==> src/rtl/mram_op_scheduler.sv <==
// Two-requester scheduler for time-sliced MRAM operations: arbitrates, holds the
// controller out of reset for one slot, then pulses done. Macro MRAM_SCHED_ROUND_ROBIN_EN selects round-robin.
module mram_op_scheduler #(
    parameter int unsigned WR_SLOT = 23,
    parameter int unsigned RD_SLOT = 41
) (
    input  logic       clk,
    input  logic       rst,
    input  logic [1:0] req,
    input  logic [2:0] op0,
    input  logic [2:0] op1,
    output logic [1:0] gnt,
    output logic [1:0] done,
    output logic       busy,
    output logic       owner,
    output logic [2:0] ctrl_sel,
    output logic       ctrl_rst,
    output logic [1:0] dbg_state
);

    typedef enum logic [1:0] {
        S_IDLE = 2'd0,
        S_RUN  = 2'd1,
        S_FIN  = 2'd2
    } state_t;

    localparam logic [5:0] WR_LAST = 6'(WR_SLOT - 1);
    localparam logic [5:0] RD_LAST = 6'(RD_SLOT - 1);

    state_t     state_q, state_d;
    logic [5:0] cnt_q, cnt_d;
    logic [1:0] req_q;
    logic [2:0] op0_q, op1_q;
    logic [1:0] gnt_q, gnt_d;
    logic [1:0] done_q, done_d;
    logic       busy_q, busy_d;
    logic       owner_q, owner_d;
    logic [2:0] sel_q, sel_d;
    logic       crst_q, crst_d;
    logic       nop_q, nop_d;

    logic       win;
    logic [2:0] op_w;
    logic [5:0] slot_last;
    logic [1:0] owner_mask;

    // Requests and commands are registered first, so a grant lands one edge after sampling.
    always_ff @(posedge clk) begin
        if (!rst) begin
            req_q <= 2'b00;
            op0_q <= 3'b000;
            op1_q <= 3'b000;
        end else begin
            req_q <= req;
            op0_q <= op0;
            op1_q <= op1;
        end
    end

`ifdef MRAM_SCHED_ROUND_ROBIN_EN
    // ptr_q names the requester that wins a tie; it flips away from every grantee.
    logic ptr_q, ptr_d;

    always_comb begin
        win = (req_q == 2'b11) ? ptr_q : ~req_q[0];
    end

    always_comb begin
        ptr_d = ptr_q;
        if (state_q == S_IDLE && req_q != 2'b00) begin
            ptr_d = ~win;
        end
    end

    always_ff @(posedge clk) begin
        if (!rst) begin
            ptr_q <= 1'b0;
        end else begin
            ptr_q <= ptr_d;
        end
    end
`else
    always_comb begin
        win = ~req_q[0];
    end
`endif

    always_comb begin
        op_w       = win ? op1_q : op0_q;
        slot_last  = sel_q[0] ? WR_LAST : RD_LAST;
        owner_mask = owner_q ? 2'b10 : 2'b01;
    end

    always_comb begin
        state_d = state_q;
        cnt_d   = cnt_q;
        gnt_d   = 2'b00;
        done_d  = 2'b00;
        busy_d  = busy_q;
        owner_d = owner_q;
        sel_d   = sel_q;
        crst_d  = crst_q;
        nop_d   = nop_q;
        case (state_q)
            S_IDLE: begin
                crst_d = 1'b1;
                busy_d = 1'b0;
                if (req_q != 2'b00) begin
                    gnt_d   = win ? 2'b10 : 2'b01;
                    owner_d = win;
                    sel_d   = op_w;
                    cnt_d   = 6'd0;
                    if (op_w[2:1] == 2'b00) begin
                        // A nop never releases the controller; it only completes the handshake.
                        state_d = S_FIN;
                        nop_d   = 1'b1;
                    end else begin
                        state_d = S_RUN;
                        nop_d   = 1'b0;
                        crst_d  = 1'b0;
                        busy_d  = 1'b1;
                    end
                end
            end
            S_RUN: begin
                cnt_d = cnt_q + 6'd1;
                if (cnt_q == slot_last) begin
                    state_d = S_FIN;
                    crst_d  = 1'b1;
                    busy_d  = 1'b0;
                    done_d  = owner_mask;
                end
            end
            S_FIN: begin
                state_d = S_IDLE;
                nop_d   = 1'b0;
                if (nop_q) begin
                    done_d = owner_mask;
                end
            end
            default: begin
                state_d = S_IDLE;
                crst_d  = 1'b1;
                busy_d  = 1'b0;
            end
        endcase
    end

    always_ff @(posedge clk) begin
        if (!rst) begin
            state_q <= S_IDLE;
            cnt_q   <= 6'd0;
            gnt_q   <= 2'b00;
            done_q  <= 2'b00;
            busy_q  <= 1'b0;
            owner_q <= 1'b0;
            sel_q   <= 3'b000;
            crst_q  <= 1'b1;
            nop_q   <= 1'b0;
        end else begin
            state_q <= state_d;
            cnt_q   <= cnt_d;
            gnt_q   <= gnt_d;
            done_q  <= done_d;
            busy_q  <= busy_d;
            owner_q <= owner_d;
            sel_q   <= sel_d;
            crst_q  <= crst_d;
            nop_q   <= nop_d;
        end
    end

    assign gnt       = gnt_q;
    assign done      = done_q;
    assign busy      = busy_q;
    assign owner     = owner_q;
    assign ctrl_sel  = sel_q;
    assign ctrl_rst  = crst_q;
    assign dbg_state = state_q;

endmodule
==> config.mk <==
export PLATFORM = sky130hd
export DESIGN_NAME = mram_op_scheduler
export DESIGN_NICKNAME = d
export VERILOG_FILES = /design/src/rtl/mram_op_scheduler.sv
export SDC_FILE = /design/constraint.sdc
export NUM_CORES = 1
export LEC_CHECK = 0
export BUFFER_PORTS_ARGS = -buffer_cell sky130_fd_sc_hd__buf_4
export CAP_MARGIN = 20
export CORE_MARGIN = 2
export CORE_UTILIZATION = 53
export DETAILED_ROUTE_END_ITERATION = 6
export GPL_ROUTABILITY_DRIVEN = 0
export PLACE_DENSITY = 0.85
export SYNTH_ARGS = -nofsm -noshare
export SYNTH_HDL_FRONTEND = slang
export SYNTH_SLANG_ARGS = --single-unit
==> constraint.sdc <==
create_clock -name clk -period 2.2 [get_ports clk]
set_clock_uncertainty 0.15 [all_clocks]
set_input_delay 0.11 -clock clk [delete_from_list [all_inputs] [get_ports clk]]
set_output_delay 0.11 -clock clk [all_outputs]
set_load 0.01 [all_outputs]
Word level (Yosys, flattened, before mapping)
Cells that the tools add are included.

storage, ports and cells
  flip-flop bits (word level) = 27
  input bits = 10
  logic and storage cells = 54

operators by class
  add/subtract/negate cells = 1
  equal/unequal tests = 5
  muxes and demuxes = 23
  bitwise logic cells = 2
  reduce and logical (&&, ||, !) cells = 11

operator list
  kind                 count
  $mux 2               7
  $mux 6               2
  $pmux 6 s2           1
  $reduce_and 2->1     5
  $pmux 2 s2           2
  $mux 1               7
  $add 6x1->6 const B  1
  $eq 6x6->1           1
  $pmux 1 s3           2
  $reduce_bool 2->1    3
  $logic_not 2->1      2
  $ne 2x2->1 const B   2
  $mux 3               1
  $reduce_and 3->1     1
  $eq 2x1->1 const B   1
  $eq 2x2->1 const B   1
  $not 1->1            2
  $pmux 1 s2           1

Depth between registers and ports, before layout
Gate-level depths: netlist of run 1.

  depth in word-level cells = 5
  mapped depth = 8

Least setup slack after synthesis of run 1
Ideal clock, no wire load.

  kind = reg2reg
  start point = register state_q[0], in the netlist dbg_state[0]
  end point = register state_q[1], in the netlist dbg_state[1]
  library setup time = 0.122 ns
  data arrival time = 1.549 ns
  required time = 1.928 ns
  setup slack = 0.379 ns
  stages on the path, launching flop included = 7
  path buffers = 1
  period minus slack after synthesis = 1.821 ns
  cells stage by stage = dfxtp_1 > inv_1 > ha_1 > buf_6 > or3b_4 > and3_4 > o311a_1

between the ends
  cells in the longest elaborated chain, start to end = 3

RTL lines
  item                                                  line  source
  start, declared                                       30    state_t state_q, state_d;
  start signal, assigned                                161   state_q <= state_d;
  $eq 2x1->1 / $logic_not 2->1 (equally long branches)  104   case (state_q)
  $ne 2x2->1 (no source line)                           -
  $reduce_and 2->1 (no source line)                     -

Several ways; a longest one is shown, not always the timed one.
A chain may end at the register's enable or synchronous reset.

Worst setup path in the final report of run 1
  start point = register state_q[1], in the netlist dbg_state[1]
  end point = register state_q[1], in the netlist dbg_state[1]

The elaborated chain is that of the path after synthesis.

==> results, run 1 <==
- The endpoint identified for the worst register-to-register timing path is dbg_state[1]$_SDFFE_PN0P_.
- For this run, the number of standard cells in the final layout without fillers is 177.
- In this run the number of H-tree levels came out at 1.
- The max-slew violation total from the final report is 0.
- The remaining antenna violation count after routing is 0.
- The peak ir drop on the vdd network is 0.461 mV.
- In this run the worst hold path is classified as register to register.
- For the final routed database, the setup TNS stands at 0 ps.
- The starting density of the core is 54.9%.
- The logic depth of the worst register-to-register path is 5.
- Along the worst path, the maximum fanout reaches 10.
- Summing over every cut layer, the via total after detailed routing is 950.
- The initial antenna violation count is 0.
- The startpoint identified for the worst register-to-register timing path is dbg_state[1]$_SDFFE_PN0P_.
- Of all cell types, the one taking the most synthesized area is dfxtp_1.
- The total wire length is 2240 um.
- The arrival time of data at the critical path endpoint is 2030 ps.
- The critical path ends at dbg_state[1]$_SDFFE_PN0P_.
- The tool flagged a number of max-cap violations equal to 0.
- The share of synthesized area in the top cell type comes to 45.8%.
- The cell total after placement is 164.
- Of all flip-flops after synthesis, the portion carrying an async set or reset was 0%.
- Measured along the y axis, the die boundary spans 51.2 um.
- The top achievable clock speed is 0.511 GHz.
- At the pin with the least slew margin, the transition time is 468 ps.
- The total overflow reported by the global router is 0.
- Buffers added to address setup during post-CTS repair amount to 0.
- The share of the yosys chip area belonging to registers is 45.8%.
- The number of nets handed over by synthesis was 135.
- The beginning of the critical path is dbg_state[1]$_SDFFE_PN0P_.
- The most common cell in the synthesized netlist is dfxtp_1.
- The post-route cell area is 1460 um^2.
- The count of flip-flops with a built-in enable after synthesis is 0.
- After detailed routing, the number of vias per cell comes to 5.37.
- The clock transition time at the flip-flop clock pins of the worst setup and hold paths is 140 ps.
- Counting every instance in the synthesized netlist gives 121.
- The row count is 17.
- The wire-length estimate of the detail-placed layout is 1550 um.
- No sink is reached through more buffers than the 2 on the longest clock path.
- The diode insertion count for antenna repair is 0.
- Summing every instance area after synthesis gives 1180 um^2.
- The hold path depth is 1.
- The worst-skew pair later-pin latency is 320 ps.
- Setup repair after global routing left no endpoint under its margin.
- By area the synthesized netlist is led by dfxtp_1, and2_1, ha_1.
- The floorplan step defined a core boundary enclosing 2150 um^2.
- The number of DRC violations after detailed routing is 0.
- The detailed-router iteration count before antenna repair is 4.
- The total of buffers placed on input and output ports is 21.
- After layout, the minimum clock period comes to 1960 ps.
- The run finished with clean final reports.
- The slack of the worst reg-to-reg path is 240 ps.
- The filler cell count in the final layout is 174.
- The total of endpoints with negative setup slack in the final report is 0.
- Synthesis instantiated 36 different standard cells from the library.
- During I/O placement, the number of pins put on the boundary was 22.
- The CTS tree is done.
- For this block, the initial DRC count from the detailed router was 13.
- Entering global routing, the biggest net connects 26 pins.
- The primary flip-flop cell chosen by synthesis mapping is dfxtp_1.
- Headroom to the max-slew limit came out at 68.8%.
- The hold violation count in the final report is 0.
- The nature of the critical path endpoint is a register.
- From synthesis to final layout, the design area changed by 23.4%.
- STA classifies the critical path startpoint as a register.
- The net count of the finished layout is 164.
- The die span in x is 51.2 um.
- Of the cells placed in the final design, the portion with a size suffix greater than 1 is 21.5%.
- Ranked by instance count, the synthesized netlist is headed by dfxtp_1, nand2_1, and2_1.
- The final critical-path share of the clock period is 89.0%.
- The global-route wire length before repair is 3740 um.
- The post-synthesis area per instance is 9.75 um^2.
- For this run, the number of Yosys warnings is 0.
- For this design the ratio of total power to cell area is 678 nW/um^2.
- The detail-routed net length per standard cell is 12.7 um.
- The via count of the first global-routing pass is 912.
- The analysis attributes to cell leakage a power of 0.621 nW.
- The die covers 2620 um^2.
- The worst setup path is of the register to register kind.
- Data on the critical path is required at its endpoint by 2280 ps.
- The placed instance area is 1340 um^2.
- The synthesized design contains 27 register bits.
- The global-route total usage across every layer is 19.6%.
- The clock root buffer is clkbuf_4.
- Buffers inserted during clock tree synthesis total 3.
- The sink count of the clock tree is 27.
- At the end of the flow the core is filled with cells to 67.8%.
==> report_power, final <==
| part | total (mW) | switching [mW] | internal, mW |
|---|---|---|---|
| Sequential | 0.549 | 0.0269 | 0.522 |
| Clock | 0.203 | 0.135 | 0.0681 |
| Combinational | 0.235 | 0.119 | 0.116 |
==> flip-flops by register name, summed over array words and instances, names as in the netlist, 2 cells and up <==
signal     flops
op0_q          3
ctrl_sel       3
op1_q          3
gnt            2
done           2
dbg_state      2
req_q          2
cnt_q          6
==> worst min-delay path by stage <==
stage,from,to
floorplan,op0[0],op0_q[0]$_SDFF_PN0_
global placement,req[0],req_q[0]$_SDFF_PN0_
detailed placement,op0[2],op0_q[2]$_SDFF_PN0_
CTS,owner$_SDFFE_PN0P_,done[0]$_SDFF_PN0_
global route,owner$_SDFFE_PN0P_,done[0]$_SDFF_PN0_
finish,owner$_SDFFE_PN0P_,done[0]$_SDFF_PN0_
==> logic make-up (layout without fill, tap and decap cells) <==
family                   Yosys count  in the layout  synth area share, %
AND/OR/NAND/NOR                   49             49                 23.9
multiplexers                       5              5                 4.35
AO/OA/AOI/OAI                     23             23                 15.4
buffers and inverters             10             38                 4.14
adder cells (fa/ha/maj)            4              4                 4.24
flip-flops                        27             27                 45.8
XOR/XNOR                           3              3                 2.23
==> per-layer routing <==
metal | up-vias | GRT usage, % | share of wire, %
met1 | 444 | 21.2 | 43
met2 | 22 | 35.3 | 51
met4 | 0 | 11.3 | 2.8
li1 | 478 | - | -
met5 | - | 0 | 0
met3 | 6 | 3.80 | 3.0
==> critical path: stages, from the launching register on <==
cell     delay, ps
dfxtp_1        370
inv_1           90
ha_1           300
or3b_4         430
and3_4         190
o311a_1        330
==> through the flow <==
stage               hold WS, ps  setup WS [ps]  total power [mW]
floorplan                  87.3            379             0.715
global placement            168            335             0.773
detailed placement          171            275             0.781
CTS                         332            255             0.988
global route                363           91.1              1.05
finish                      331            242             0.988
==> timing repair <==
| action | in CTS | in global routing |
|---|---|---|
| hold buffers | 9 | 0 |
| hold endpoints to repair | 14 | 0 |
| gates resized for setup | 0 | 0 |
==> placed cells by master, fill, tap and decap left out, types with 2 or more instances in the layout <==
cell type       n
a21boi_0        2
ha_1            4
nor4b_1         2
dlygate4sd3_1   9
o21ai_0         6
clkbuf_4        3
nor2_1          8
a21oi_1         3
nand3_1         3
buf_4          21
mux2i_1         4
nor3b_1         3
dfxtp_1        27
nand2_1        11
and2_1          9
inv_1           4
xnor2_1         3
a32oi_1         2
nor3_1          3
o211a_1         4
nor2b_1         3
==> area by class of cell <==
class	instances	area, um^2	area share [%]
Multi-Input combinational cell	84	591	40.5
Tap cell	28	35.0	2.41
Clock inverter	1	5.00	0.344
Sequential cell	27	541	37.1
Timing Repair Buffer	30	248	17.0
Clock buffer	3	22.5	1.55
Inverter	4	15.0	1.03
No activity file was read; power rests on OpenSTA's default activity.
==> run 2, diff against run 1 <==
Settings changed: MAX_ROUTING_LAYER from default to met4, REMOVE_ABC_BUFFERS from default to 1.
==> run 2 against run 1 <==
Against the previous run: maximum frequency about the same; clock power up 2%; first-iteration DRC count down 31%; non-clock buffer count unchanged; critical endpoint unchanged; largest cell class unchanged; largest power group unchanged.
==> results, run 2 (same netlist as run 1, synthesis figures left out) <==
- The global-route total usage across every layer is 18.8% (was 19.6%).
- The number of max-cap violations is 0 (unchanged).
- The hold violation count in the final report is 0 (unchanged).
- The starting density of the core is 54.9% (unchanged).
- The critical path startpoint category is a register (unchanged).
- Ordered list of cells on the worst path: inv_1, ha_1, or3b_4, and3_4, o311a_1 (unchanged).
- The switching power of the nets came to 285 uW (was 282 uW).
- The worst min-delay path class was register to register (unchanged).
- The diode insertion count for antenna repair is 0 (unchanged).
- The utilization after layout came to 67.8% (unchanged).
- The transition time at the pin with the least slew margin was 454 ps (was 468 ps).
- The worst stage delay on the critical path is 430 ps (about the same).
- The leakage power was 0.621 nW (unchanged).
- The I/O pin count was 22 (unchanged).
- The final critical-path share of the clock period is 89.0% (about the same).
- The initial antenna violation count was 0 (unchanged).
- The post-CTS setup buffer count was 0 (unchanged).
- The maximum fanout along the worst path is 10 (unchanged).
- The register name with the most flops is cnt_q (unchanged).
- The clock root buffer is clkbuf_4 (unchanged).
- The nature of the critical path endpoint is a register (unchanged).
- The global-route wire length before repair is 3570 um (was 3740 um).
- The setup total negative slack is 0 ps (unchanged).
- The total core area is 2150 um^2 (unchanged).
- The total vias in the final route is 924 (was 950).
- The number of buffers inserted during clock tree synthesis is 3 (unchanged).
- The clock transition time at the flip-flop clock pins of the worst setup and hold paths is 140 ps (about the same).
- The overall power consumption is 992 uW (was 988 uW).
- The required time at the endpoint of the critical path came to 2280 ps (about the same).
- The peak ir drop on the vdd network came to 0.514 mV (was 0.461 mV).
- The total wire length came to 2150 um (was 2240 um).
- The share of power burned in combinational logic is 23.8% (about the same).
- The slack of the worst reg-to-reg path is 240 ps (about the same).
- The proportion of layout cells with a drive suffix above 1 is 21.5% (unchanged).
- The average vias per placed instance came to 5.22 (was 5.37).
- The total internal power is 707 uW (was 706 uW).
- Status: complete, no violations (unchanged).
- The row count is 17 (unchanged).
- Commonest cells after routing, fill and taps aside: dfxtp_1, buf_4, nand2_1, and2_1, dlygate4sd3_1 (unchanged).
- The die span in y was 51.2 um (unchanged).
- The number of gates resized after cts is 0 (unchanged).
- The worst-skew pair later-pin latency was 320 ps (about the same).
- The number of DRC violations after detailed-routing iteration 0 was 9 (was 13).
- The H-tree depth reported by CTS came to 1 (unchanged).
- The maximum number of pins on one net before global-route repair is 26 (unchanged).
- The total power divided by cell area was 681 nW/um^2 (was 678 nW/um^2).
- Setup repair after global routing missed its margin: false (unchanged).
- The detail-routed net length per standard cell is 12.2 um (was 12.7 um).
- The worst-case clock buffer depth is 2 (unchanged).
- The CTS tree is done (unchanged).
- The arrival time of data at the critical path endpoint came to 2040 ps (was 2030 ps).
- The die span in x is 51.2 um (unchanged).
- The total of endpoints with negative setup slack in the final report was 0 (unchanged).
- The relative area change from synthesis to final layout is 23.4% (unchanged).
- The final critical path time including I/O delays and setup is 1960 ps (about the same).
- The final HPWL from detailed placement is 1510 um (was 1550 um).
- The sink count of the clock tree is 27 (unchanged).
- The die area is 2620 um^2 (unchanged).
- The max-slew violation total from the final report came to 0 (unchanged).
- The remaining antenna violation count after routing came to 0 (unchanged).
- The worst slew margin relative to its limit was 69.7% (was 68.8%).
- The part of the total power dissipated in sequential elements came to 55.3% (was 55.6%).
- The most common cell after layout, fill and taps aside was dfxtp_1 (unchanged).
- The detailed-router iteration count before antenna repair is 4 (unchanged).
- The total overflow reported by the global router was 0 (unchanged).
- The switching part of the total power is 28.7% (was 28.5%).
- The cell with the biggest individual delay on the critical path is or3b_4 (unchanged).
- The flip-flop count of the largest register after layout was 6 (unchanged).
- The via count of the first global-routing pass is 891 (was 912).
- The final layout net count was 164 (unchanged).
- The worst setup path category was register to register (unchanged).
- The relative contribution of the clock network to total power is 20.9% (was 20.6%).
- The top achievable clock speed is 0.510 GHz (was 0.511 GHz).
- The number of buffers inserted by hold repair at cts is 9 (unchanged).
- The number of DRC violations after detailed routing was 0 (unchanged).
- The total of buffers placed on input and output ports is 21 (unchanged).
run 2: worst paths after layout:
kind,cells past startpoint,from,end
max,5,dbg_state[0]$_SDFFE_PN0P_,dbg_state[1]$_SDFFE_PN0P_
min,1,owner$_SDFFE_PN0P_,done[0]$_SDFF_PN0_
max reg2reg,5,dbg_state[0]$_SDFFE_PN0P_,dbg_state[1]$_SDFFE_PN0P_
min reg2reg,1,owner$_SDFFE_PN0P_,done[0]$_SDFF_PN0_
run 2: layout make-up:
| cell class | count | area, um^2 |
|---|---|---|
| Sequential cell | 27 | 541 |
| Clock buffer | 3 | 22.5 |
| Timing Repair Buffer | 30 | 248 |
| Multi-Input combinational cell | 84 | 591 |
| Inverter | 4 | 15.0 |
| Tap cell | 28 | 35.0 |
| Fill cell | 181 | 692 |
| Clock inverter | 1 | 5.00 |
run 2: worst max-delay path: cells and delay by family (launching register included):
family	cells	cell delay, ps
DFF	1	360
adders and majority gates	1	320
AOI/OAI and AO/OA	1	320
and+or+nand+nor	2	620
buffers and inverters	1	100
run 2: through the flow:
step                      instance area [um^2]  hold slack, ps  instances  setup WS (ps)
after global routing                      1460             370        177            127
after floorplan                           1150            73.8        115            357
after CTS                                 1460             335        177            238
final                                     1460             330        177            241
after global placement                    1340             169        164            343
after detailed placement                  1340             171        164            256
run 2: power by group through the flow:
stage                     Sequential [mW]  Combinational [mW]  Clock (mW)
after floorplan                     0.565               0.134           0
after detailed placement            0.559               0.223           0
after global placement              0.556               0.216           0
final                               0.548               0.236       0.208
after global routing                0.552               0.261       0.238
after CTS                           0.548               0.235       0.213
run 2: per-layer routing:
layer	global-route usage (%)	wire, um
met5	-	0
met4	11.7	32
met3	2.92	45
met2	31.0	1070
met1	21.5	1010
==> run 3, diff against run 2 <==
Settings changed: ABC_AREA from default to 1, CORE_UTILIZATION 53 to 52, PLACE_DENSITY 0.85 to 0.84.
==> run 3 against run 2 <==
Against the previous run: utilization grew 7.2 points; via count rose by 15%; worst setup slack better by 280 ps; cell count grew 21%; clock power rose by 9%; sequential power barely moved; non-clock buffer count rose by 8; hold slack got worse by 10 ps; critical path depth up 1; highest routed layer unchanged.
==> results, run 3 <==
- The clock transition time at the flip-flop clock pins of the worst setup and hold paths is 150 ps (was 140 ps).
- The die span in x is 50.6 um (was 51.2 um).
- The filler cell count in the final layout is 143 (was 181).
- The relative area change from synthesis to final layout came to 32.9% (was 23.4%).
- The die span in y came to 50.6 um (was 51.2 um).
- The number of synthesized register bits is 27 (unchanged).
- Setup repair after global routing missed its margin: false (unchanged).
- The most common cell after layout, fill and taps aside is nand2_1 (was dfxtp_1).
- Top post-synthesis cells by count: nand2_1, dfxtp_1, inv_1 (was dfxtp_1, nand2_1, and2_1).
- The total core area was 2000 um^2 (was 2150 um^2).
- The nature of the critical path endpoint was a register (unchanged).
- The fraction of registers with async set or reset after synthesis came to 0% (unchanged).
- Status: complete, no violations (unchanged).
- The number of non-filler instances in the completed layout came to 215 (was 177).
- The minimum hold slack is 320 ps (was 330 ps).
- The detail-routed net length per standard cell is 11.5 um (was 12.2 um).
- The area share of the leading cell type in the synthesized netlist is 47.8% (was 45.8%).
- The total overflow reported by the global router is 0 (unchanged).
- The die area was 2560 um^2 (was 2620 um^2).
- The transition time at the pin with the least slew margin is 360 ps (was 454 ps).
- The total vias in the final route is 1,066 (was 924).
- The initial antenna violation count was 0 (unchanged).
- The logic depth of the worst register-to-register path is 6 (was 5).
- The average vias per placed instance is 4.96 (was 5.22).
- The sink count of the clock tree was 27 (unchanged).
- The worst slew margin relative to its limit came to 75.9% (was 69.7%).
- The total of buffers placed on input and output ports is 21 (unchanged).
- The clock root buffer is clkbuf_4 (unchanged).
- The area used by sequential logic in the layout is 541 um^2 (unchanged).
- The total area of multi-input combinational cells was 483 um^2 (was 591 um^2).
- The cell count after synthesis is 149 (was 121).
- The number of DRC violations after detailed routing is 0 (unchanged).
- The worst-case clock buffer depth is 2 (unchanged).
- The hold path depth was 2 (was 1).
- The met1 demand-to-capacity share in global routing was 22.9% (was 21.5%).
- The number of buffers inserted during clock tree synthesis is 3 (unchanged).
- The total of endpoints with negative setup slack in the final report is 0 (unchanged).
- The diode insertion count for antenna repair is 0 (unchanged).
- The cell total after placement was 194 (was 164).
- The maximum number of pins on one net before global-route repair was 20 (was 26).
- The final HPWL from detailed placement was 1520 um (was 1510 um).
- The share of the yosys chip area belonging to registers is 47.8% (was 45.8%).
- The utilization after layout is 75.0% (was 67.8%).
- The flip-flop count of the largest register after layout is 6 (unchanged).
- The global-route layer with the greatest usage was met2 (unchanged).
- The most frequently used cell type in the post-synthesis netlist was nand2_1 (was dfxtp_1).
- The number of gates resized after cts is 0 (unchanged).
- The arrival time of data at the critical path endpoint is 1780 ps (was 2040 ps).
- The netlist area before placement is 1130 um^2 (was 1180 um^2).
- The leakage power is 0.719 nW (was 0.621 nW).
- The number of unique standard cell types used by synthesis was 24 (was 36).
- Commonest cells after routing, fill and taps aside: nand2_1, dfxtp_1, inv_1, buf_4, dlygate4sd3_1 (was dfxtp_1, buf_4, nand2_1, and2_1, dlygate4sd3_1).
- The global-route wire length before repair came to 4170 um (was 3570 um).
- The hold violation count in the final report is 0 (unchanged).
- The worst-skew pair later-pin latency is 340 ps (was 320 ps).
- The setup total negative slack was 0 ps (unchanged).
- The slack of the worst reg-to-reg path is 520 ps (was 240 ps).
- The count of flip-flops with a built-in enable after synthesis is 0 (unchanged).
- The post-synthesis area per instance is 7.58 um^2 (was 9.75 um^2).
- The max-slew violation total from the final report is 0 (unchanged).
- The H-tree depth reported by CTS is 1 (unchanged).
- The starting density of the core is 56.4% (was 54.9%).
- The detailed-router iteration count before antenna repair is 4 (unchanged).
- The final critical-path share of the clock period came to 76.4% (was 89.0%).
- The met2 usage in global routing is 39.5% (was 31.0%).
- The number of max-cap violations was 0 (unchanged).
- The proportion of layout cells with a drive suffix above 1 is 18.1% (was 21.5%).
- The final critical path time including I/O delays and setup was 1680 ps (was 1960 ps).
- The maximum fanout along the worst path came to 5 (was 10).
- The met3 usage is 4.17% (was 2.92%).
- The global-route total usage across every layer came to 22.4% (was 18.8%).
- The required time at the endpoint of the critical path came to 2290 ps (was 2280 ps).
- The final critical-path setup slack is 519 ps (was 241 ps).
- The worst setup path category is register to register (unchanged).
- The critical path startpoint category is a register (unchanged).
- The number of DRC violations after detailed-routing iteration 0 is 17 (was 9).
- The top achievable clock speed is 0.595 GHz (was 0.510 GHz).
- The total wire length is 2460 um (was 2150 um).
- The primary flip-flop cell chosen by synthesis mapping was dfxtp_1 (unchanged).
- The via count of the first global-routing pass is 1,025 (was 891).
- The remaining antenna violation count after routing was 0 (unchanged).
- The final layout net count is 203 (was 164).
- The total power divided by cell area is 675 nW/um^2 (was 681 nW/um^2).
- The worst min-delay path class is register to register (unchanged).
- Top cells by area in the synthesized netlist: dfxtp_1, nand2_1, inv_1 (was dfxtp_1, and2_1, ha_1).
- The I/O pin count is 22 (unchanged).
- The peak ir drop on the vdd network is 0.520 mV (was 0.514 mV).
- The row count was 16 (was 17).
- The register name with the most flops was cnt_q (unchanged).
- The pre-CTS setup slack came to 553 ps (was 256 ps).
- The count of synthesis-stage warnings from yosys is 0 (unchanged).
- The largest area contributor in the synthesized netlist is dfxtp_1 (unchanged).
- The CTS tree is done (unchanged).
## run 3: final timing paths
| kind | startpoint | to |
|---|---|---|
| hold reg to reg | op1_q[0]$_SDFF_PN0_ | ctrl_sel[0]$_SDFFE_PN0P_ |
| hold / removal | op1_q[0]$_SDFF_PN0_ | ctrl_sel[0]$_SDFFE_PN0P_ |
| setup / recovery | dbg_state[0]$_SDFFE_PN0P_ | cnt_q[4]$_SDFFE_PN0P_ |
| setup reg to reg | dbg_state[0]$_SDFFE_PN0P_ | cnt_q[4]$_SDFFE_PN0P_ |
## run 3: critical path: stages (launching register included)
cell and delay [ps]:
dfxtp_1 420, inv_1 80, ha_1 290, o21ai_2 260, nand4_1 140, o21ai_0 180
a21oi_1 60
## run 3: cell families after synthesis
logic type | synth area share, %
compound gates | 12.4
fa+ha+maj | 4.43
simple gates | 25.9
buf+inv | 9.41
flops | 47.8
## run 3: power breakdown
group | internal, mW | total, mW | switching, mW | leakage [nW]
registers | 0.524 | 0.550 | 0.0255 | 0.222
clock network | 0.0700 | 0.227 | 0.157 | 0.0139
logic | 0.108 | 0.236 | 0.128 | 0.484
total | 0.703 | 1.01 | 0.311 | 0.719
## run 3: final cells by class
cell class,count,area share (%)
Timing Repair Buffer,38,21.8
Inverter,23,5.75
Sequential cell,27,36.0
Tap cell,27,2.25
Multi-Input combinational cell,96,32.2
Clock buffer,3,1.50
Clock inverter,1,0.500
## run 3: through the flow
stage	instance area, um^2	power, mW
after floorplan	1110	0.684
after global placement	1300	0.755
after detailed placement	1300	0.764
after CTS	1500	1.01
after global routing	1500	1.06
final	1500	1.01
## run 3: repair_timing
action	CTS	global route
hold buffers	17	0
buffers inserted	0	0
hold endpoints to repair	19	0
## run 3: per-layer routing
layer | vias up | wire, um
li1 | 543 | -
met1 | 485 | 1010
met2 | 31 | 1230
met3 | 7 | 148
met4 | 0 | 75
met5 | - | 0
